[src/rtl/cpu_pkg.sv]
// Shared decode definitions for the Hack-style CPU core: C-instruction field
// positions, jump encodings and the decoded control bundle.
package cpu_pkg;

  localparam int C_A_BIT    = 12;
  localparam int C_CTRL_LSB = 6;
  localparam int C_D_LSB    = 3;
  localparam int C_J_LSB    = 0;

  localparam logic [2:0] JGT = 3'b001;
  localparam logic [2:0] JEQ = 3'b010;
  localparam logic [2:0] JGE = 3'b011;
  localparam logic [2:0] JLT = 3'b100;
  localparam logic [2:0] JNE = 3'b101;
  localparam logic [2:0] JLE = 3'b110;
  localparam logic [2:0] JMP = 3'b111;

  typedef struct packed {
    logic       is_c;
    logic       a;
    logic       zx, nx, zy, ny, f, no;
    logic       d_a, d_d, d_m;
    logic [2:0] jmp;
  } ctrl_t;

  // Decodes the low 13 bits shared by every DATA_W; upper bits are don't-care.
  function automatic ctrl_t decode_c(input logic msb, input logic [12:0] fld);
    ctrl_t c;
    c.is_c                         = msb;
    c.a                            = fld[C_A_BIT];
    {c.zx, c.nx, c.zy, c.ny, c.f, c.no} = fld[C_CTRL_LSB +: 6];
    {c.d_a, c.d_d, c.d_m}          = fld[C_D_LSB +: 3];
    c.jmp                          = fld[C_J_LSB +: 3];
    return c;
  endfunction

endpackage

[src/rtl/hack_alu.sv]
// Hack ALU: zero/negate each operand, add or AND, optionally negate the result.
module hack_alu #(
  parameter int DATA_W = 16
) (
  input  logic [DATA_W-1:0] x,
  input  logic [DATA_W-1:0] y,
  input  logic              zx,
  input  logic              nx,
  input  logic              zy,
  input  logic              ny,
  input  logic              f,
  input  logic              no,
  output logic [DATA_W-1:0] out,
  output logic              z,
  output logic              n
);

  logic [DATA_W-1:0] xa, ya, r;

  always_comb begin
    xa = zx ? '0 : x;
    xa = nx ? ~xa : xa;
    ya = zy ? '0 : y;
    ya = ny ? ~ya : ya;
    r  = f ? (xa + ya) : (xa & ya);
    r  = no ? ~r : r;
  end

  assign out = r;
  assign z   = (r == '0);
  assign n   = r[DATA_W-1];

endmodule

[src/rtl/hack_cpu_stall.sv]
// Parametrised Hack CPU core with memory-ready stall, instruction-valid
// qualifier, self-jump halt detection and a retired-instruction counter.
module hack_cpu_stall
  import cpu_pkg::*;
#(
  parameter int DATA_W = 16,
  parameter int ADDR_W = 15,
  parameter int CNT_W  = 32
) (
  input  logic              clk,
  input  logic              rst_n,
  input  logic              reset,
  input  logic [DATA_W-1:0] inM,
  input  logic [DATA_W-1:0] instruction,
  input  logic              instr_valid,
  input  logic              mem_ready,
  output logic [DATA_W-1:0] outM,
  output logic              writeM,
  output logic [ADDR_W-1:0] addressM,
  output logic [ADDR_W-1:0] pc,
  output logic              z,
  output logic              n,
  output logic              halted,
  output logic [CNT_W-1:0]  retired
);

  logic [DATA_W-1:0] a_q, a_d, d_q, d_d;
  logic [ADDR_W-1:0] pc_q, pc_d;
  logic              halted_q, halted_d;
  logic [CNT_W-1:0]  retired_q, retired_d;

  ctrl_t             dec;
  logic [DATA_W-1:0] alu_out;
  logic              alu_z, alu_n;
  logic              cond, jump, stall, retire, self_jmp;

  assign dec = decode_c(instruction[DATA_W-1], instruction[12:0]);

  hack_alu #(.DATA_W(DATA_W)) u_alu (
    .x  (d_q),
    .y  (dec.a ? inM : a_q),
    .zx (dec.zx),
    .nx (dec.nx),
    .zy (dec.zy),
    .ny (dec.ny),
    .f  (dec.f),
    .no (dec.no),
    .out(alu_out),
    .z  (alu_z),
    .n  (alu_n)
  );

  always_comb begin
    cond = 1'b0;
    unique case (dec.jmp)
      JGT:     cond = ~alu_n & ~alu_z;
      JEQ:     cond = alu_z;
      JGE:     cond = ~alu_n;
      JLT:     cond = alu_n;
      JNE:     cond = ~alu_z;
      JLE:     cond = alu_n | alu_z;
      JMP:     cond = 1'b1;
      default: cond = 1'b0;
    endcase
  end

  // Any C-instruction touching M (read via a, or write via d3) waits for memory.
  assign jump     = dec.is_c & cond;
  assign stall    = instr_valid & dec.is_c & (dec.a | dec.d_m) & ~mem_ready;
  assign retire   = instr_valid & ~stall & ~halted_q;
  assign self_jmp = jump & (a_q[ADDR_W-1:0] == pc_q);

  always_comb begin
    a_d       = a_q;
    d_d       = d_q;
    pc_d      = pc_q;
    halted_d  = halted_q;
    retired_d = retired_q;
    if (retire) begin
      if (!dec.is_c) begin
        a_d = {1'b0, instruction[DATA_W-2:0]};
      end else begin
        if (dec.d_a) a_d = alu_out;
        if (dec.d_d) d_d = alu_out;
      end
      if (jump) begin
        pc_d = a_q[ADDR_W-1:0];
        if (self_jmp) halted_d = 1'b1;
      end else begin
        pc_d = pc_q + {{(ADDR_W-1){1'b0}}, 1'b1};
      end
      retired_d = retired_q + {{(CNT_W-1){1'b0}}, 1'b1};
    end
    // Program reset wins over jump/halt but still lets A/D load.
    if (reset) begin
      pc_d      = '0;
      halted_d  = 1'b0;
      retired_d = retired_q;
    end
  end

  always_ff @(posedge clk or negedge rst_n) begin
    if (!rst_n) begin
      a_q       <= '0;
      d_q       <= '0;
      pc_q      <= '0;
      halted_q  <= 1'b0;
      retired_q <= '0;
    end else begin
      a_q       <= a_d;
      d_q       <= d_d;
      pc_q      <= pc_d;
      halted_q  <= halted_d;
      retired_q <= retired_d;
    end
  end

  assign outM     = alu_out;
  assign z        = alu_z;
  assign n        = alu_n;
  assign writeM   = instr_valid & dec.is_c & dec.d_m & ~halted_q;
  assign addressM = a_q[ADDR_W-1:0];
  assign pc       = pc_q;
  assign halted   = halted_q;
  assign retired  = retired_q;

endmodule

[config.mk]
export PLATFORM = sky130hd
export DESIGN_NAME = hack_cpu_stall
export DESIGN_NICKNAME = d
export VERILOG_FILES = /design/src/rtl/cpu_pkg.sv /design/src/rtl/hack_alu.sv /design/src/rtl/hack_cpu_stall.sv
export SDC_FILE = /design/constraint.sdc
export NUM_CORES = 1
export LEC_CHECK = 0
export ABC_CLOCK_PERIOD_IN_PS = 8500
export CORE_ASPECT_RATIO = 0.8
export CORE_MARGIN = 2
export CORE_UTILIZATION = 35
export CTS_CLUSTER_DIAMETER = 50
export CTS_CLUSTER_SIZE = 8
export DETAILED_ROUTE_END_ITERATION = 7
export PLACE_DENSITY = 0.69
export SYNTH_ARGS = -nofsm -noshare
export SYNTH_HDL_FRONTEND = slang
export SYNTH_SLANG_ARGS = --single-unit
[constraint.sdc]
create_clock -name clk -period 8.5 [get_ports clk]
set_input_delay 1.7 -clock clk [delete_from_list [all_inputs] [get_ports clk]]
set_output_delay 1.7 -clock clk [all_outputs]
set_load 0.05 [all_outputs]
Word-level counts from Yosys, hierarchy flattened
Index checks and enable logic that the tools add are counted.

storage, ports and cells
  register bits = 80
  bits of input ports = 37
  output and inout bits = 82
  word-level logic and storage cells = 64

operators by class
  add/sub/neg operators = 3
  equal/unequal tests = 9
  multiplexer cells = 17
  bitwise gates (word level) = 22
  reductions and logical operators = 8

operator list
  kind                   count
  $mux 16                9
  $not 16->16            3
  $mux 15                3
  $add 32x1->32 const B  1
  $add 16x16->16         1
  $and 16x16->16         1
  $logic_not 16->1       1
  $add 15x1->15 const B  1
  $eq 15x15->1           1
  $eq 3x3->1 const B     4
  $and 1x1->1            10
  $pmux 1 s7             1
  $eq 3x2->1 const B     2
  $not 1->1              6
  $reduce_and 3->1       2
  $reduce_bool 2->1      3
  $mux 1                 4
  $reduce_and 2->1       2
  $eq 3x1->1 const B     1
  $ne 2x2->1 const B     1
  $or 1x1->1             2

Depth between registers and ports, before layout
Gate-level depths: netlist of run 1.

  word-level depth = 18
  mapped depth = 18
  gate-level depth less buffers = 15

Cells and area by module
Synthesis of run 1 repeated with hierarchy kept, for this count alone.

unflattened totals
  cell total of the unflattened synthesis = 683
  area, all modules = 6268.5 sq um

modules (own cells, without submodules)
  module          times used  cells each  area an instance (sq um)  sequential area each (sq um)
  hack_cpu_stall  1           416         4361.7                    2001.9
  hack_alu        1           267         1906.8                    0.0

Least setup slack after synthesis of run 1
OpenSTA, ideal clock, no wires.

  path type = input to output
  start = input instruction[12]
  end = output z
  arrival time = 6.339 ns
  data required time = 6.800 ns
  slack = 0.461 ns
  stages = 15
  buffers on the path = 2
  cell sequence = clkbuf_1 buf_1 mux2i_1 nor2_1 xor2_1 ha_1 fa_1 a211o_1 a211o_1 a31oi_1 a21o_1 nand3_1 a2111oi_4 nand4_1 nor2_1

between the ends
  word-level cells in the longest chain between the ends = 9
  elaborated cells between the ends (all ways) = 10
  classes of those cells = add/sub (1); mux (5); bitwise (3); reduce/logical (1)

ends and longest elaborated chain
  element                                           line                  RTL
  from (decl)                                       hack_cpu_stall.sv:14  input logic [DATA_W-1:0] instruction,
  $mux 16 (*)                                       hack_cpu_stall.sv:41  .y (dec.a ? inM : a_q),
  $mux 16 (*)                                       hack_alu.sv:23        ya = zy ? '0 : y;
  $not 16->16                                       hack_alu.sv:24        ya = ny ? ~ya : ya;
  $mux 16 (*)                                       hack_alu.sv:24
  $add 16x16->16 or $and 16x16->16 (tied branches)  hack_alu.sv:25        r = f ? (xa + ya) : (xa & ya);
  $mux 16 (*)                                       hack_alu.sv:25
  $not 16->16                                       hack_alu.sv:26        r = no ? ~r : r;
  $mux 16 (*)                                       hack_alu.sv:26
  via outM[12]                                      hack_cpu_stall.sv:17  output logic [DATA_W-1:0] outM,
  $logic_not 16->1 (*)                              hack_alu.sv:30        assign z = (r == '0);
  to (decl)                                         hack_cpu_stall.sv:21  output logic z,

Mark *: on every way through the listed nets, which the timed path passes. The rest lies on a longest branch.

Worst setup path after layout of run 1
  start = input instruction[10]
  end = output outM[15]

between the ends
  word-level cells in the longest chain between the ends = 5
  elaborated cells between the ends (all ways) = 6
  classes of those cells = add/sub (1); mux (3); bitwise (2)

ends and longest elaborated chain
  element                                           line                  RTL
  $mux 16 (*)                                       hack_alu.sv:22        xa = nx ? ~xa : xa;
  $add 16x16->16 or $and 16x16->16 (tied branches)  hack_alu.sv:25
  $mux 16 (*)                                       hack_alu.sv:25
  $not 16->16                                       hack_alu.sv:26
  $mux 16 (*)                                       hack_alu.sv:26
  to (decl)                                         hack_cpu_stall.sv:17

Mark *: on every way between the ends. The rest lies on a longest branch, timed or not.

==> impl_results.md, run 1 <==
- Status: finished, final reports clean
- Crit path required time: 6.80 ns
- Worst Hold End: retired[31]$_DFFE_PN0P_
- Hold-fix buffers at CTS: 0
- Worst EP arrival: 6.18 ns
- Final Cycle Share: 0.927
- Post-Place Setup Slack: 0.678 ns
- Antenna-violating nets left: 0
- Crit-path cells: clkdlybuf4s50_1, xnor2_1, ha_1, a211oi_2, o2111ai_2, nand4_1, a31oi_1, mux2i_1, o31a_1, nor2_1, clkdlybuf4s50_1
- Starting Density: 0.355
- Final GP Congestion: 0.912
- Total GRT Usage: 0.195
- Worst hold start: retired[31]$_DFFE_PN0P_
- Max cap viols: 0
- Endpoint type of the worst setup path: output pin
- Max incr delay on CP: 0.92 ns
- Layout Nets: 840
- Final WL: 18.2 mm
- Grt ovf: 0
- Worst R2R Path Depth: 15
- Post-synth ARST share: 1.00
- Synth Warn #: 0
- WP buf/inv: 2
- Worst-skew pair later-pin latency: 0.35 ns
- Rel. slew slack: 0.333
- Die height: 122 um
- Leading area contributor after synthesis: dfrtp_1
- Number of distinct library cells after synthesis: 62
- Die ar.: 18600 um^2
- Unrepaired setup endpoints after global routing: no
- Seq/Total Area, Yosys: 0.326
- Slew @ Worst Pin: 0.995 ns
- Layout cell share with drive strength beyond 1: 0.0773
- Vias in the first global route: 5099
- Worst Hold Class: reg -> reg
- Worst ir drop on vdd: 0.000218 V
- Site Rows: 43
- Area growth, synth to finish: 26.1%
- Post-CTS setup buffers: 0
- Vias: 5507
- R2r endpoint: pc[11]$_DFFE_PN0P_
- Worst-path maximum fanout: 12
- CTS root buffer: clkbuf_16
- WL met3: 1.40 mm
- PwrDens: 282 nW/um^2
- Die width: 152 um
- PnR worst setup slack: 0.618 ns
- Top delay family on crit path: buffers and inverters
- Post-Syn Area: 6130 um^2
- CTS HTree Levels: 3
- Largest net degree at the start of global routing: 58
- Fin crit period: 7.88 ns
- TritonRoute pass-1 iters: 4
- Routed met2 length: 7.73 mm
- Clk sinks: 80
- Top layer in use: met4
- Remaining DRCs: 0
- Initial antenna violation count: 0
- Clock tree from TritonCTS: built
- Vias per inst: 5.43
- First-pass GRT wire length: 28.6 mm
- Cell repeated most along the worst path: clkdlybuf4s50_1
- Final Max Tran Viols: 0
- Crit path launch type: primary input
- EDFF count, synth: 0
- FF+latch count, synth: 80
- Slowest cell on the critical path: clkdlybuf4s50_1
- Crit Path Class: in -> out
- Core Area: 17300 um^2
- FF-to-FF Start: a_q[0]$_DFFE_PN0P_
- Yosys top cell area share: 0.326
- Primary FF master, synth: dfrtp_1
- Largest cells by area after synthesis: dfrtp_1 33%, xnor2_1 8.4%, mux2i_1 4.9%, xor2_1 4.6%, ha_1 3.7%
- Diode count: 0
- Reg clk slew, reported paths: 0.07 ns
- Met1 WL: 8.75 mm
- Final setup violation count: 0
- Port bufs: 118
- Clock skew: 0.00919 ns
- Leak pwr: 3.20 nW
- R2R setup slack: 3.44 ns
- Hold Vio Cnt, Final: 0
- Fmax achieved: 0.127 GHz
- CTS Buffer Depth: 2
- TNS Setup: 0 ns
- Syn nets: 752
- IO Pins: 119
- Initial DRC count: 436
- Routed wire per std cell: 17.9 um
- Post-CTS Resized: 0
- Synthesized instance count: 696
- Mean Syn Cell Area: 8.81 um^2
- Hold path depth: 1
- Total CTS buffers: 9
- DP HPWL: 13.4 mm
-- metal layers --
layer,vias to the layer above,track usage
met3,16,0.0544
met1,2638,0.279
li1,2643,-
met4,0,0.0532
met2,210,0.288
met5,-,0
-- flip-flops by register name (all words and copies together), names as in the netlist --
register / cells
pc: 15
d_q: 16
halted: 1
a_q: 16
retired: 32
-- cell usage in the layout (no fill, tap or decap), types with 4 or more instances in the layout --
cell type	instances
nor3b_1	11
nand3_1	36
clkbuf_16	9
nor2_1	46
nor4_1	7
nand4_1	13
and3_1	18
inv_1	13
clkdlybuf4s50_1	114
and4_1	4
buf_4	14
ha_1	18
nor2b_1	19
nor3_1	16
mux2_2	18
o2111ai_1	5
xor2_1	32
xnor2_1	59
nand2_1	59
a21o_1	6
o21ai_0	38
nand2b_1	19
dfrtp_1	80
o21a_1	5
mux2i_1	30
and2_1	7
a31oi_1	16
a21oi_1	18
or3_1	7
-- worst max path at each step --
stage	startpoint	end	slack [ns]	cells after the start
final	instruction[10]	outM[15]	0.62	11
after global routing	instruction[12]	outM[15]	0.40	14
after CTS	instruction[10]	outM[15]	0.64	11
after detailed placement	instruction[10]	outM[15]	0.68	11
after global placement	instruction[10]	n	0.87	11
after floorplan	instruction[12]	z	0.46	15
-- cell families after synthesis --
family	share of synthesized area
adder cells (fa/ha/maj)	0.0400
XOR/XNOR	0.130
AO/OA/AOI/OAI	0.143
buffers and inverters	0.0514
multiplexers	0.0820
AND/OR/NAND/NOR	0.227
flip-flops	0.326
-- metrics by stage --
stage	std cells	total power, mW	hold WS, ns	utilization	instance area [um^2]
after floorplan	696	1.43	0.438	-	6130
after global placement	998	1.75	0.461	0.430	7420
after detailed placement	998	1.76	0.460	0.430	7420
after CTS	1014	2.19	0.473	0.448	7730
after global routing	1014	2.30	0.494	0.448	7730
final	1014	2.18	0.466	0.448	7730
-- final cells by class --
type,instances,area (um^2)
clock inverter,7,85.1
multi-input combinational,550,3820
fill,1669,9540
timing repair buffer,129,1270
sequential,80,2000
inverter,14,52.6
tap,225,282
clock buffer,9,225
-- Yosys cell counts, types with 2 or more instances --
master,count
mux2_2,18
dfrtp_1,80
o221ai_1,2
buf_1,4
a21oi_1,18
a211oi_1,2
clkbuf_1,26
and2_1,7
mux2i_1,30
nor2b_1,19
nor2_1,46
o21ai_0,39
o31a_1,3
a211o_1,3
xor2_1,32
and4_1,4
nand2b_1,19
nand3_1,36
a31oi_1,16
a21o_1,6
buf_2,6
nor4_1,7
nand2_1,59
a2111oi_4,2
buf_4,16
o211a_1,3
or3_1,7
o21a_1,5
a41oi_1,2
nand3b_1,2
nand4_1,13
o2111ai_1,5
xnor2_1,59
ha_1,18
and3_1,18
nor3_1,16
inv_1,13
nor3b_1,11
-- where the power goes --
group	switching [mW]	leakage, nW	internal, mW
clock	0.178	0.153	0.234
combinational	0.764	2.01	0.451
sequential	0.0923	1.04	0.460
Power figures use the tool's default switching activity.
==> run 2, diff against run 1 <==
--- a/config.mk
+++ b/config.mk
@@ -5,8 +5,8 @@
 export SDC_FILE = /design/constraint.sdc
 export NUM_CORES = 1
 export LEC_CHECK = 0
-export ABC_CLOCK_PERIOD_IN_PS = 8500
-export CORE_ASPECT_RATIO = 0.8
+export ABC_CLOCK_PERIOD_IN_PS = 9300
+export CORE_ASPECT_RATIO = 0.6
 export CORE_MARGIN = 2
 export CORE_UTILIZATION = 35
 export CTS_CLUSTER_DIAMETER = 50
==> constraint.sdc (replaced) <==
create_clock -name clk -period 9.3 [get_ports clk]
set_input_delay 1.86 -clock clk [delete_from_list [all_inputs] [get_ports clk]]
set_output_delay 1.86 -clock clk [all_outputs]
set_load 0.05 [all_outputs]
==> run 2 against run 1 <==
Effect of this change: clock skew increased by 0.0056 ns; sequential share of layout area decreased by 0.14 points; critical path type unchanged; first-iteration DRC count is 50% higher; largest cell class unchanged; critical endpoint is now z; global-route usage up 2.0 points; largest power group unchanged.
==> impl_results.md, run 2 (synthesis gave the netlist of run 1 again) <==
- Status: finished, final reports clean (unchanged)
- Worst ir drop on vdd: 0.000155 V (was 0.000218 V)
- Worst EP arrival: 6.53 ns (was 6.18 ns)
- CTS Buffer Depth: 2 (unchanged)
- Post-CTS Resized: 0 (unchanged)
- Crit path required time: 7.44 ns (was 6.80 ns)
- Final setup violation count: 0 (unchanged)
- Final GP Congestion: 0.946 (was 0.912)
- Clock skew: 0.0148 ns (was 0.00919 ns)
- Dpl cells: 1010 (was 998)
- Die height: 107 um (was 122 um)
- Slew @ Worst Pin: 1.10 ns (was 0.995 ns)
- Remaining DRCs: 0 (unchanged)
- Worst R2R Path Depth: 15 (unchanged)
- CTS HTree Levels: 3 (unchanged)
- Worst-path maximum fanout: 15 (was 12)
- CTS root buffer: clkbuf_16 (unchanged)
- FF-to-FF Start: a_q[0]$_DFFE_PN0P_ (unchanged)
- Initial antenna violation count: 0 (unchanged)
- Fin crit period: 8.39 ns
- Sw power: 0.959 mW (was 1.03 mW)
- Int Power: 1.08 mW (was 1.15 mW)
- Worst-skew pair later-pin latency: 0.34 ns (was 0.35 ns)
- Reg clk slew, reported paths: 0.06 ns (was 0.07 ns)
- Area growth, synth to finish: 26.7% (was 26.1%)
- Endpoint type of the worst setup path: output pin (unchanged)
- Die ar.: 18600 um^2 (about the same)
- Layout cell share with drive strength beyond 1: 0.0758 (was 0.0773)
- Most frequent cells in the layout: 117 x clkdlybuf4s50_1, 80 x dfrtp_1, 59 x xnor2_1, 59 x nand2_1, 46 x nor2_1 (was 114 x clkdlybuf4s50_1, 80 x dfrtp_1, 59 x xnor2_1, 59 x nand2_1, 46 x nor2_1)
- Post-CTS setup buffers: 0 (unchanged)
- R2R setup slack: 4.15 ns (was 3.44 ns)
- Final cell count without fillers: 1026 (was 1014)
- Register area: 2000 um^2 (unchanged)
- Hold Vio Cnt, Final: 0 (unchanged)
- Worst Hold Class: reg -> reg (unchanged)
- Core Area: 17100 um^2 (was 17300 um^2)
- Fillcell total: 1661 (was 1669)
- Reg power frac: 0.254 (was 0.253)
- Port bufs: 118 (unchanged)
- Clock tree from TritonCTS: built (unchanged)
- PwrDens: 263 nW/um^2 (was 282 nW/um^2)
- Site Rows: 37 (was 43)
- Leak pwr: 3.21 nW (was 3.20 nW)
- Final WL: 19.5 mm (was 18.2 mm)
- Total CTS buffers: 9 (unchanged)
- Vias in the first global route: 5292 (was 5099)
- Clk pwr share: 0.191 (was 0.189)
- R2r endpoint: pc[10]$_DFFE_PN0P_ (was pc[11]$_DFFE_PN0P_)
- Multi-input logic area: 3820 um^2 (unchanged)
- Crit path launch type: primary input (unchanged)
- Fmax achieved: 0.119 GHz
- Final Power: 2.04 mW (was 2.18 mW)
- Sw Ratio: 0.470 (was 0.475)
- Setup crit start: instruction[12] (was instruction[10])
- Initial DRC count: 655 (was 436)
- Final Cycle Share: 0.902
- Commonest non-fill, non-tap cell in the layout: clkdlybuf4s50_1 (unchanged)
- Final Max Tran Viols: 0 (unchanged)
- Number of flip-flops in the largest register: 32 (unchanged)
- Rel. slew slack: 0.263 (was 0.333)
- Crit Path Class: in -> out (unchanged)
- Die width: 175 um (was 152 um)
- Vias: 5675 (was 5507)
- Unrepaired setup endpoints after global routing: no (unchanged)
- First-pass GRT wire length: 30.9 mm (was 28.6 mm)
- Starting Density: 0.358 (was 0.355)
- TritonRoute pass-1 iters: 5 (was 4)
- Max cap viols: 0 (unchanged)
- Comb power frac: 0.555 (was 0.558)
- Setup crit end: z (was outM[15])
- Total GRT Usage: 0.215 (was 0.195)
- Antenna-violating nets left: 0 (unchanged)
- DP HPWL: 14.9 mm (was 13.4 mm)
- Clk sinks: 80 (unchanged)
- Routed wire per std cell: 19.0 um (was 17.9 um)
- IO Pins: 119 (unchanged)
- Worst Hold Slack: 0.477 ns (was 0.466 ns)
- Diode count: 0 (unchanged)
- TNS Setup: 0 ns (unchanged)
- Vias per inst: 5.53 (was 5.43)
- Layout Nets: 843 (was 840)
- Hold-fix buffers at CTS: 0 (unchanged)
- Grt ovf: 0 (unchanged)
- Largest net degree at the start of global routing: 81 (was 58)
==> run 2: changes by cell type in the layout (fill, tap and decap cells not counted), sizes merged <==
| cell | delta |
|---|---|
| clkinvlp | +2 |
| bufinv | +1 |
| clkinv | -1 |
| inv | -4 |
| clkdlybuf4s50 | +3 |
| clkbuf | +2 |
==> run 2: through the flow <==
step                area [um^2]  utilization  setup WS, ns
CTS                        7770        0.454         0.973
floorplan                  6130            -         0.941
finish                     7770        0.454         0.911
detailed placement         7450        0.435         0.973
global placement           7450        0.435          1.06
global route               7770        0.454         0.692
==> run 2: metal layers <==
layer,global-route usage,share of wire
met4,0.0375,0.011
met5,0,0
met1,0.354,0.52
met2,0.275,0.38
met3,0.0497,0.096
==> run 2: power groups by stage <==
stage / registers (mW) / clock network, mW / logic (mW)
3_5_place_dp: 0.522 / 0 / 1.12
4_1_cts: 0.517 / 0.400 / 1.12
6_report: 0.518 / 0.389 / 1.13
3_3_place_gp: 0.522 / 0 / 1.11
2_1_floorplan: 0.552 / 0 / 0.751
5_1_grt: 0.531 / 0.413 / 1.21
==> run 2: area by class of cell <==
| class | instances | area share |
|---|---|---|
| multi-input combinational | 550 | 0.491 |
| clock buffer | 11 | 0.0312 |
| tap | 234 | 0.0377 |
| inverter | 14 | 0.00676 |
| clock inverter | 5 | 0.0103 |
| timing repair buffer | 132 | 0.165 |
| sequential | 80 | 0.258 |
==> run 2: worst min path at each step <==
stage | cells after the start | from | end | slack, ns
final | 1 | retired[31]$_DFFE_PN0P_ | retired[31]$_DFFE_PN0P_ | 0.48
after detailed placement | 1 | retired[31]$_DFFE_PN0P_ | retired[31]$_DFFE_PN0P_ | 0.47
after CTS | 1 | retired[31]$_DFFE_PN0P_ | retired[31]$_DFFE_PN0P_ | 0.48
after global routing | 1 | retired[17]$_DFFE_PN0P_ | retired[17]$_DFFE_PN0P_ | 0.51
after floorplan | 2 | a_q[15]$_DFFE_PN0P_ | a_q[15]$_DFFE_PN0P_ | 0.44
after global placement | 1 | retired[31]$_DFFE_PN0P_ | retired[31]$_DFFE_PN0P_ | 0.46
==> run 2: critical path, stage by stage <==
cell             delay (ns)
clkdlybuf4s50_1        0.60
buf_4                  0.32
mux2i_1                0.23
nor2_1                 0.07
xor2_1                 0.15
ha_1                   0.40
o211ai_2               0.13
o2111ai_2              0.41
a221o_1                0.25
nand3_2                0.12
or4_4                  0.60
a2111oi_4              0.28
nand4_1                0.14
nor2_1                 0.14
clkdlybuf4s50_1        0.82
==> run 3, diff against run 2 <==
--- a/config.mk
+++ b/config.mk
@@ -8,11 +8,11 @@
 export ABC_CLOCK_PERIOD_IN_PS = 9300
 export CORE_ASPECT_RATIO = 0.6
 export CORE_MARGIN = 2
-export CORE_UTILIZATION = 35
+export CORE_UTILIZATION = 50
 export CTS_CLUSTER_DIAMETER = 50
 export CTS_CLUSTER_SIZE = 8
 export DETAILED_ROUTE_END_ITERATION = 7
-export PLACE_DENSITY = 0.69
+export PLACE_DENSITY = 0.88
 export SYNTH_ARGS = -nofsm -noshare
 export SYNTH_HDL_FRONTEND = slang
 export SYNTH_SLANG_ARGS = --single-unit
==> run 3 against run 2 <==
Effect of this change: sequential share of layout area rose by 0.29 points; clock power rose by 4%; sequential cell count did not move; hold slack got worse by 0.012 ns.
==> impl_results.md, run 3 (synthesis gave the netlist of run 1 again) <==
- Status: finished, final reports clean (unchanged)
- Final Max Tran Viols: 0 (unchanged)
- DP HPWL: 13.8 mm (was 14.9 mm)
- Crit path required time: 7.44 ns (about the same)
- Int Power: 1.10 mW (was 1.08 mW)
- Worst ir drop on vdd: 0.000215 V (was 0.000155 V)
- CTS Buffer Depth: 2 (unchanged)
- Commonest non-fill, non-tap cell in the layout: clkdlybuf4s50_1 (unchanged)
- Total CTS buffers: 9 (unchanged)
- Clock skew: 0.00820 ns (was 0.0148 ns)
- Max incr delay on CP: 0.72 ns (was 0.82 ns)
- Layout cell share with drive strength beyond 1: 0.0734 (was 0.0758)
- Layout Nets: 841 (was 843)
- Clk sinks: 80 (unchanged)
- Top layer in use: met4 (unchanged)
- Starting Density: 0.510 (was 0.358)
- Routed wire per std cell: 19.1 um (was 19.0 um)
- Design area: 7680 um^2 (was 7770 um^2)
- Final WL: 18.3 mm (was 19.5 mm)
- Die height: 89.8 um (was 107 um)
- Diode count: 0 (unchanged)
- Worst-path maximum fanout: 12 (was 15)
- Routed met2 length: 7.01 mm (was 7.35 mm)
- Initial DRC count: 549 (was 655)
- Total GRT Usage: 0.280 (was 0.215)
- Die ar.: 13200 um^2 (was 18600 um^2)
- Number of flip-flops in the largest register: 32 (unchanged)
- Initial antenna violation count: 0 (unchanged)
- Post-CTS Resized: 0 (unchanged)
- Endpoint type of the worst setup path: output pin (unchanged)
- PwrDens: 267 nW/um^2 (was 263 nW/um^2)
- Hold-fix buffers at CTS: 0 (unchanged)
- Max cap viols: 0 (unchanged)
- Most frequent cells in the layout: 117 x clkdlybuf4s50_1, 80 x dfrtp_1, 59 x xnor2_1, 59 x nand2_1, 46 x nor2_1 (unchanged)
- Slew @ Worst Pin: 1.02 ns (was 1.10 ns)
- Final setup violation count: 0 (unchanged)
- Unrepaired setup endpoints after global routing: no (unchanged)
- Site Rows: 31 (was 37)
- Reg power frac: 0.250 (was 0.254)
- Final Cycle Share: 0.910 (was 0.902)
- Vias per inst: 5.89 (was 5.53)
- Reg clk slew, reported paths: 0.06 ns (about the same)
- Antenna-violating nets left: 0 (unchanged)
- Rel. slew slack: 0.318 (was 0.263)
- Met1 WL: 9.01 mm (was 10.1 mm)
- Worst Hold Class: reg -> reg (unchanged)
- Grt ovf: 0 (unchanged)
- Largest net degree at the start of global routing: 81 (unchanged)
- Area growth, synth to finish: 25.3% (was 26.7%)
- Fmax achieved: 0.118 GHz (was 0.119 GHz)
- Vias: 5627 (was 5675)
- Die width: 147 um (was 175 um)
- Vias in the first global route: 5285 (was 5292)
- WL met3: 2.03 mm (was 1.88 mm)
- Slowest cell on the critical path: clkdlybuf4s50_1 (unchanged)
- Crit path launch type: primary input (unchanged)
- CTS HTree Levels: 3 (unchanged)
- Worst-skew pair later-pin latency: 0.34 ns (about the same)
- Sw power: 0.947 mW (was 0.959 mW)
- TritonRoute pass-1 iters: 5 (unchanged)
- Worst EP arrival: 6.61 ns (was 6.53 ns)
- Final GP Congestion: 0.976 (was 0.946)
- Core Area: 12000 um^2 (was 17100 um^2)
- Crit-path cells: clkdlybuf4s50_1, buf_4, mux2i_1, nor2_1, xor2_1, ha_1, a211o_1, a2111oi_4, o21a_1, o21ai_0, a311oi_2, mux2_2, nand4_1, nor2_1, clkdlybuf4s50_1 (was clkdlybuf4s50_1, buf_4, mux2i_1, nor2_1, xor2_1, ha_1, o211ai_2, o2111ai_2, a221o_1, nand3_2, or4_4, a2111oi_4, nand4_1, nor2_1, clkdlybuf4s50_1)
- CTS root buffer: clkbuf_16 (unchanged)
- Remaining DRCs: 0 (unchanged)
- Post-CTS setup buffers: 0 (unchanged)
- Fin crit period: 8.47 ns (was 8.39 ns)
- IO Pins: 119 (unchanged)
- Comb power frac: 0.553 (was 0.555)
- Clock tree from TritonCTS: built (unchanged)
- First-pass GRT wire length: 29.0 mm (was 30.9 mm)
- Sw Ratio: 0.462 (was 0.470)
- Port bufs: 118 (unchanged)
- Leak pwr: 3.21 nW (about the same)
- TNS Setup: 0 ns (unchanged)
- Placed Area: 7350 um^2 (was 7450 um^2)
- Clk pwr share: 0.197 (was 0.191)
- Hold Vio Cnt, Final: 0 (unchanged)
- Crit Path Class: in -> out (unchanged)
==> run 3: cell count changes in the layout (fill, tap and decap cells not counted), sizes merged <==
cell,before,now
clkinvlp,2,1
clkbuf,11,10
buf,15,13
clkinv,2,3
bufinv,2,3
==> run 3: critical path: cells and delay by family <==
kind / cells / cell delay (ns)
xor+xnor: 1 / 0.18
mux: 2 / 0.62
buf+inv: 3 / 1.73
compound gates: 5 / 1.59
simple gates: 3 / 0.23
fa+ha+maj: 1 / 0.38
==> run 3: area by class of cell <==
cell class | instances | area [um^2]
clock buffers | 10 | 229
clock inverters | 6 | 108
fillers | 1029 | 4340
inverters | 14 | 52.6
multi-input cells | 550 | 3820
flip-flops and latches | 80 | 2000
well taps | 165 | 206
repair buffers | 130 | 1270
==> run 3: power groups by stage <==
stage                     clock (mW)  combinational [mW]  sequential, mW
after floorplan                    0               0.751           0.552
after global placement             0                1.09           0.513
after global routing           0.424                1.20           0.523
final                          0.404                1.13           0.512
after detailed placement           0                1.11           0.515
after CTS                      0.408                1.12           0.510
==> run 3: per-layer routing <==
metal | global-route usage | up-vias
met5 | 0 | -
li1 | - | 2636
met1 | 0.445 | 2678
met2 | 0.372 | 290
met3 | 0.0863 | 23
met4 | 0.0505 | 0
==> run 3: metrics by stage <==
step           power, mW  hold WS, ns  instances  setup WS, ns   util
3_5_place_dp        1.63        0.464        939         0.916  0.611
5_1_grt             2.15        0.512        955         0.591  0.639
2_1_floorplan       1.30        0.438        696         0.941      -
3_3_place_gp        1.61        0.456        939         0.988  0.611
6_report            2.05        0.465        955         0.834  0.639
4_1_cts             2.04        0.472        955         0.900  0.639
==> run 3: worst paths after layout <==
kind                                              start                      end  slack [ns]  depth (start not counted)
max in group asynchronous                         rst_n  retired[26]$_DFFE_PN0P_        6.95                          1
worst min register to register  retired[31]$_DFFE_PN0P_  retired[31]$_DFFE_PN0P_        0.46                          1
worst max-delay path                    instruction[12]                        z        0.83                         15
worst min-delay path            retired[31]$_DFFE_PN0P_  retired[31]$_DFFE_PN0P_        0.46                          1
worst max register to register       a_q[0]$_DFFE_PN0P_        pc[7]$_DFFE_PN0P_        4.16                         15
min in group asynchronous                         rst_n   retired[5]$_DFFE_PN0P_        1.68                          1
==> edit 1: new RTL, flow settings as in run 3 <==
`C_D_LSB`: 3 -> 6.
--- a/src/rtl/cpu_pkg.sv
+++ b/src/rtl/cpu_pkg.sv
@@ -5,5 +5,5 @@
   localparam int C_A_BIT    = 12;
   localparam int C_CTRL_LSB = 6;
-  localparam int C_D_LSB    = 3;
+  localparam int C_D_LSB    = 6;
   localparam int C_J_LSB    = 0;
 
Formal check against the unedited RTL: not equivalent (a bounded check fails within 4 cycles, from zero or initial values and one cycle with rst_n low).
==> edit 1 against run 3 <==
Sequential cell count unchanged; setup slack got worse by 23 ps; combinational power increased by 4%; sequential share of layout area decreased by 0.49 points; design area increased by 1.9%; synthesized area increased by 2.4%; routed wire length decreased by 4.3%; power increased by 3.4%; hold slack improved by 29 ps; die area increased by 2.3%; critical path type unchanged; largest power group unchanged; highest routed layer unchanged.
==> edit 1: results (changes against run 3) <==
* Largest net degree at the start of global routing at 55 (-32%)
* Largest cells by area after synthesis: dfrtp_1, xnor2_1, mux2i_1, xor2_1, ha_1
* GR Util met1 at 41.5% (-3.0 points)
* Vias at 5779 (+2.7%)
* DRT iter0 DRCs at 477 (-13%)
* Logic gate share of total power at 55.7% (+0.4 points)
* Synthesized Nets at 764 (+1.6%)
* GP Congestion at 0.933 (-4.4%)
* Final #Nets at 849 (+0.95%)
* GRT met3 Usage at 6.57% (-2.1 points)
* GRT met2 Usage at 36.7% (-0.52 points)
* Number of synthesis warnings at 0 (unchanged)
* Vias in the first global route at 5409 (+2.3%)
* Hold Startpoint: retired[29]
* Yosys cell types at 74 (+19%)
* Crit-path max FO at 13 (+1)
* Data arrival, critical path at 6630 ps (+20 ps)
* Switching Share at 45.9% (-0.36 points)
* Wire length on met2 at 7040 microns (+0.41%)
* Sequential area share after synthesis at 31.9% (-0.75 points)
* Final clock skew at 7.62 ps (-0.579 ps)
* Worst Max-Slew Pin Slew at 1260 ps (+239 ps)
* VDD IR-drop max at 0.000214 V (-0.43%)
* Total global-route track usage at 26.5% (-1.5 points)
* Synth top cells by count: dfrtp_1, xnor2_1, nand2_1
* Power Clock at 0.436 mW (+7.9%)
* Static Leak at 3.29 nW (+2.3%)
* DRT Pass-1 Iters at 5 (unchanged)
* Wl on met1 at 8730 microns (-3.1%)
* Wire length on met3 at 1540 microns (-24%)
* Outcome: finished, final reports clean
* Root Driver: clkbuf_16
* Reg clk slew, reported paths at 60 ps (about the same)
* First-pass GRT wire length at 28600 microns (-1.2%)
* HPWL Detailed at 13200 microns (-4.4%)
* Drt total wl at 17500 microns (-4.3%)
* Share of layout cells above drive strength 1 at 7.02% (-0.32 points)
* CTS Buffer Depth at 2 (unchanged)
* Max layer used: met4
edit 1: worst max-delay path: stages:
cell and delay [ps]:
clkdlybuf4s50_1 670, buf_4 340, mux2i_1 220, nor2_1 70, xor2_1 150, ha_1 410
a21oi_1 270, o21ai_0 200, a311oi_1 300, a21boi_0 360, a21oi_1 150, nor4b_2 460
nand4_1 220, nor2_1 130, clkdlybuf4s50_1 820
edit 1: path summary, 6_finish.rpt:
kind                                to  slack [ps]  depth (start not counted)
setup reg to reg                halted        4080                         14
hold / removal             retired[29]         490                          1
max in group asynchronous      d_q[14]        6850                          2
hold reg to reg            retired[29]         490                          1
setup / recovery                     z         810                         15
min in group asynchronous   retired[1]        1440                          1
edit 1: metrics by stage:
stage / util (%) / setup slack, ps / total power, mW / instances / cell area (sq um)
after global placement: 61.5 / 1020 / 1.65 / 947 / 7460
after detailed placement: 61.5 / 924 / 1.67 / 947 / 7460
final: 64.5 / 811 / 2.12 / 963 / 7830
after global routing: 64.5 / 529 / 2.23 / 963 / 7830
after CTS: 64.5 / 902 / 2.11 / 963 / 7830
after floorplan: - / 235 / 1.35 / 708 / 6280
edit 1: final cells by class:
cell class	instances	area, sq um
fillers	1011	4310
inverters	14	52.6
flip-flops and latches	80	2000
clock inverters	7	144
well taps	165	206
clock buffers	9	225
multi-input cells	559	3940
repair buffers	129	1260
edit 1: cell families (layout without fill, tap and decap cells):
kind of cell	after synthesis	in the layout	synth area share [%]
AOI/OAI and AO/OA	131	131	15.2
adders and majority gates	19	19	3.91
muxes	50	50	8.35
xor gates and xnor gates	92	92	12.8
DFF	80	80	31.9
buffers and inverters	69	159	5.38
and+or+nand+nor	267	267	22.4
==> edit 2: new RTL, flow settings as in run 3 <==
Made on the original files. `d_q` no longer has a reset.
--- a/src/rtl/hack_cpu_stall.sv
+++ b/src/rtl/hack_cpu_stall.sv
@@ -103,5 +103,4 @@
     if (!rst_n) begin
       a_q       <= '0;
-      d_q       <= '0;
       pc_q      <= '0;
       halted_q  <= 1'b0;
@@ -109,9 +108,12 @@
     end else begin
       a_q       <= a_d;
-      d_q       <= d_d;
       pc_q      <= pc_d;
       halted_q  <= halted_d;
       retired_q <= retired_d;
     end
+  end
+
+  always_ff @(posedge clk) begin
+    d_q <= d_d;
   end
 
Behaviour: not the same (Yosys sat finds a counterexample within 4 cycles, from zero or initial values and one cycle with rst_n low).
==> edit 2 against run 3 <==
Routed wire length decreased by 0.48%; hold slack gained 4.5 ps; synthesized area rose by 2.7%; setup slack worse by 120 ps; clock skew decreased by 2.8 ps; non-clock buffer count did not move; highest routed layer unchanged; critical path type unchanged; clock power is 17% lower; sequential cell count stayed put; design area up 0.98%; power decreased by 23%; largest power group unchanged; sequential power is 9.0% lower; critical path depth stayed put.
==> edit 2: results (changes against run 3) <==
* VDD IR-drop max at 0.000131 V (-39%)
* Reg clk slew, reported paths at 50 ps
* Static Leak at 3.22 nW (+0.30%)
* Mux cell area share after synthesis at 5.82% (-2.4 points)
* Outcome: finished, final reports clean
* GP Congestion at 0.942 (-3.4%)
* Sequential area share after synthesis at 33.1% (+0.42 points)
* Vias in the first global route at 5477 (+3.6%)
* Largest net degree at the start of global routing at 65 (-20%)
* Switching power at 0.689 mW (-27%)
* CTS Buffer Depth at 2 (unchanged)
* Syn Area/Cell at 9.18 sq um (+4.2%)
* Drt total wl at 18200 microns (-0.48%)
* Xor-xnor portion of the synthesized cell area at 13.0% (+0.039 points)
* CP max-delay cell: clkdlybuf4s50_1
* Crit-path max FO at 8 (-4)
* Max FFs per register at 32 (unchanged)
* CP Class: primary input to primary output
* Final #Nets at 827 (-1.7%)
* Synthesized Nets at 742 (-1.3%)
* Total global-route track usage at 27.1% (-0.88 points)
* Final clock skew at 5.44 ps (-2.76 ps)
* Async SR Flop Fraction at 80.0% (-20 points)
* PortBufs at 118 (unchanged)
* TritonCTS buffer count at 9 (unchanged)
* Tightest Hold Check Type: flip-flop to flip-flop
* HPWL Detailed at 13500 microns (-2.5%)
* First-pass GRT wire length at 29200 microns (+0.67%)
* Worst Max-Slew Pin Slew at 969 ps (-53.3 ps)
* Post-synth EDFFs at 16 (+16)
* Post-Synth Adder-Cell Area at 3.90% (-0.10 points)
* Largest cells by area after synthesis: dfrtp_1, edfxtp_1, xnor2_1, mux2i_1, xor2_1
* H-tree Lvls at 3 (unchanged)
* Synth Area in Compound Gates at 14.3% (-0.015 points)
* Largest incremental delay on the critical path at 820 ps (+100 ps)
* Data arrival, critical path at 6720 ps (+110 ps)
* Critical path's top delay family: buffers and inverters
* Area after DPL at 7470 sq um (+1.7%)
* Vias at 5777 (+2.7%)
* Vias per inst at 6.15 (+4.3%)
* Share of layout cells above drive strength 1 at 6.71% (-0.63 points)
* DRT iter0 DRCs at 625 (+14%)
* Setup Fix Bufs, Post-CTS at 0 (unchanged)
* Clock Latency Late Sink at 330 ps
* Fill count at 1003 (-2.5%)
* Yosys cell types at 67 (+8.1%)
* Synth top cells by count: dfrtp_1, xnor2_1, nand2_1
* Number of synthesis warnings at 0 (unchanged)
* DRT Pass-1 Iters at 5 (unchanged)
* Inst Count DP at 925 (-1.5%)
-- edit 2: changes by cell type after synthesis, sizes merged, moves of 14 or more --
cell | run 3 | this run
mux2 | 18 | 2
dfrtp | 80 | 64
nand3 | 37 | 17
nand3b | 2 | 25
o22ai | 1 | 15
edfxtp | 0 | 16
-- edit 2: power groups by stage --
stage	clock (mW)	sequential, mW	combinational (mW)
finish	0.337	0.466	0.765
global route	0.355	0.471	0.809
CTS	0.343	0.464	0.758
detailed placement	0	0.470	0.750
global placement	0	0.466	0.742
floorplan	0	0.514	0.492
-- edit 2: worst reg2reg max path, delay by kind of cell (launching register included) --
family                   cells  cell delay [ps]
AND/OR/NAND/NOR              4             1450
flip-flops                   1              460
AO/OA/AOI/OAI                5             1420
XOR/XNOR                     2              610
adder cells (fa/ha/maj)      1              470
multiplexers                 2              400
-- edit 2: logic make-up after synthesis --
kind of cell / count (synthesis)
AOI/OAI and AO/OA: 119
xor gates and xnor gates: 92
muxes: 36
buffers and inverters: 65
and+or+nand+nor: 275
adders and majority gates: 19
DFF: 80
-- edit 2: final timing paths --
kind / from / to / slack (ps) / depth (start not counted)
worst max-delay path: instruction[12] / z / 720 / 15
worst min-delay path: retired[31] / retired[31] / 470 / 1
worst max register to register: a_q[5] / pc[3] / 4340 / 14
worst min register to register: retired[31] / retired[31] / 470 / 1
max in group asynchronous: rst_n / a_q[15] / 7090 / 2
min in group asynchronous: rst_n / retired[28] / 1680 / 2
-- edit 2: final cells by class --
class                      count  area [sq um]  share of cell area (%)
sequential                    80          2080                    26.8
timing repair buffer         130          1270                    16.3
tap                          165           206                    2.66
clock buffer                  15           288                    3.71
inverter                       9          33.8                   0.435
multi-input combinational    541          3880                    50.0
-- edit 2: stage by stage --
step                setup slack (ps)  total power [mW]
CTS                              770              1.56
finish                           716              1.57
global route                     492              1.64
global placement                 928              1.21
floorplan                        697              1.01
detailed placement               786              1.22
-- edit 2: layer usage --
layer	share of wire (%)	vias up	track usage (%)
met4	1.4	0	5.87
met5	0	-	0
met1	46	2807	40.7
li1	-	2646	-
met3	9.7	27	6.41
met2	43	297	39.6
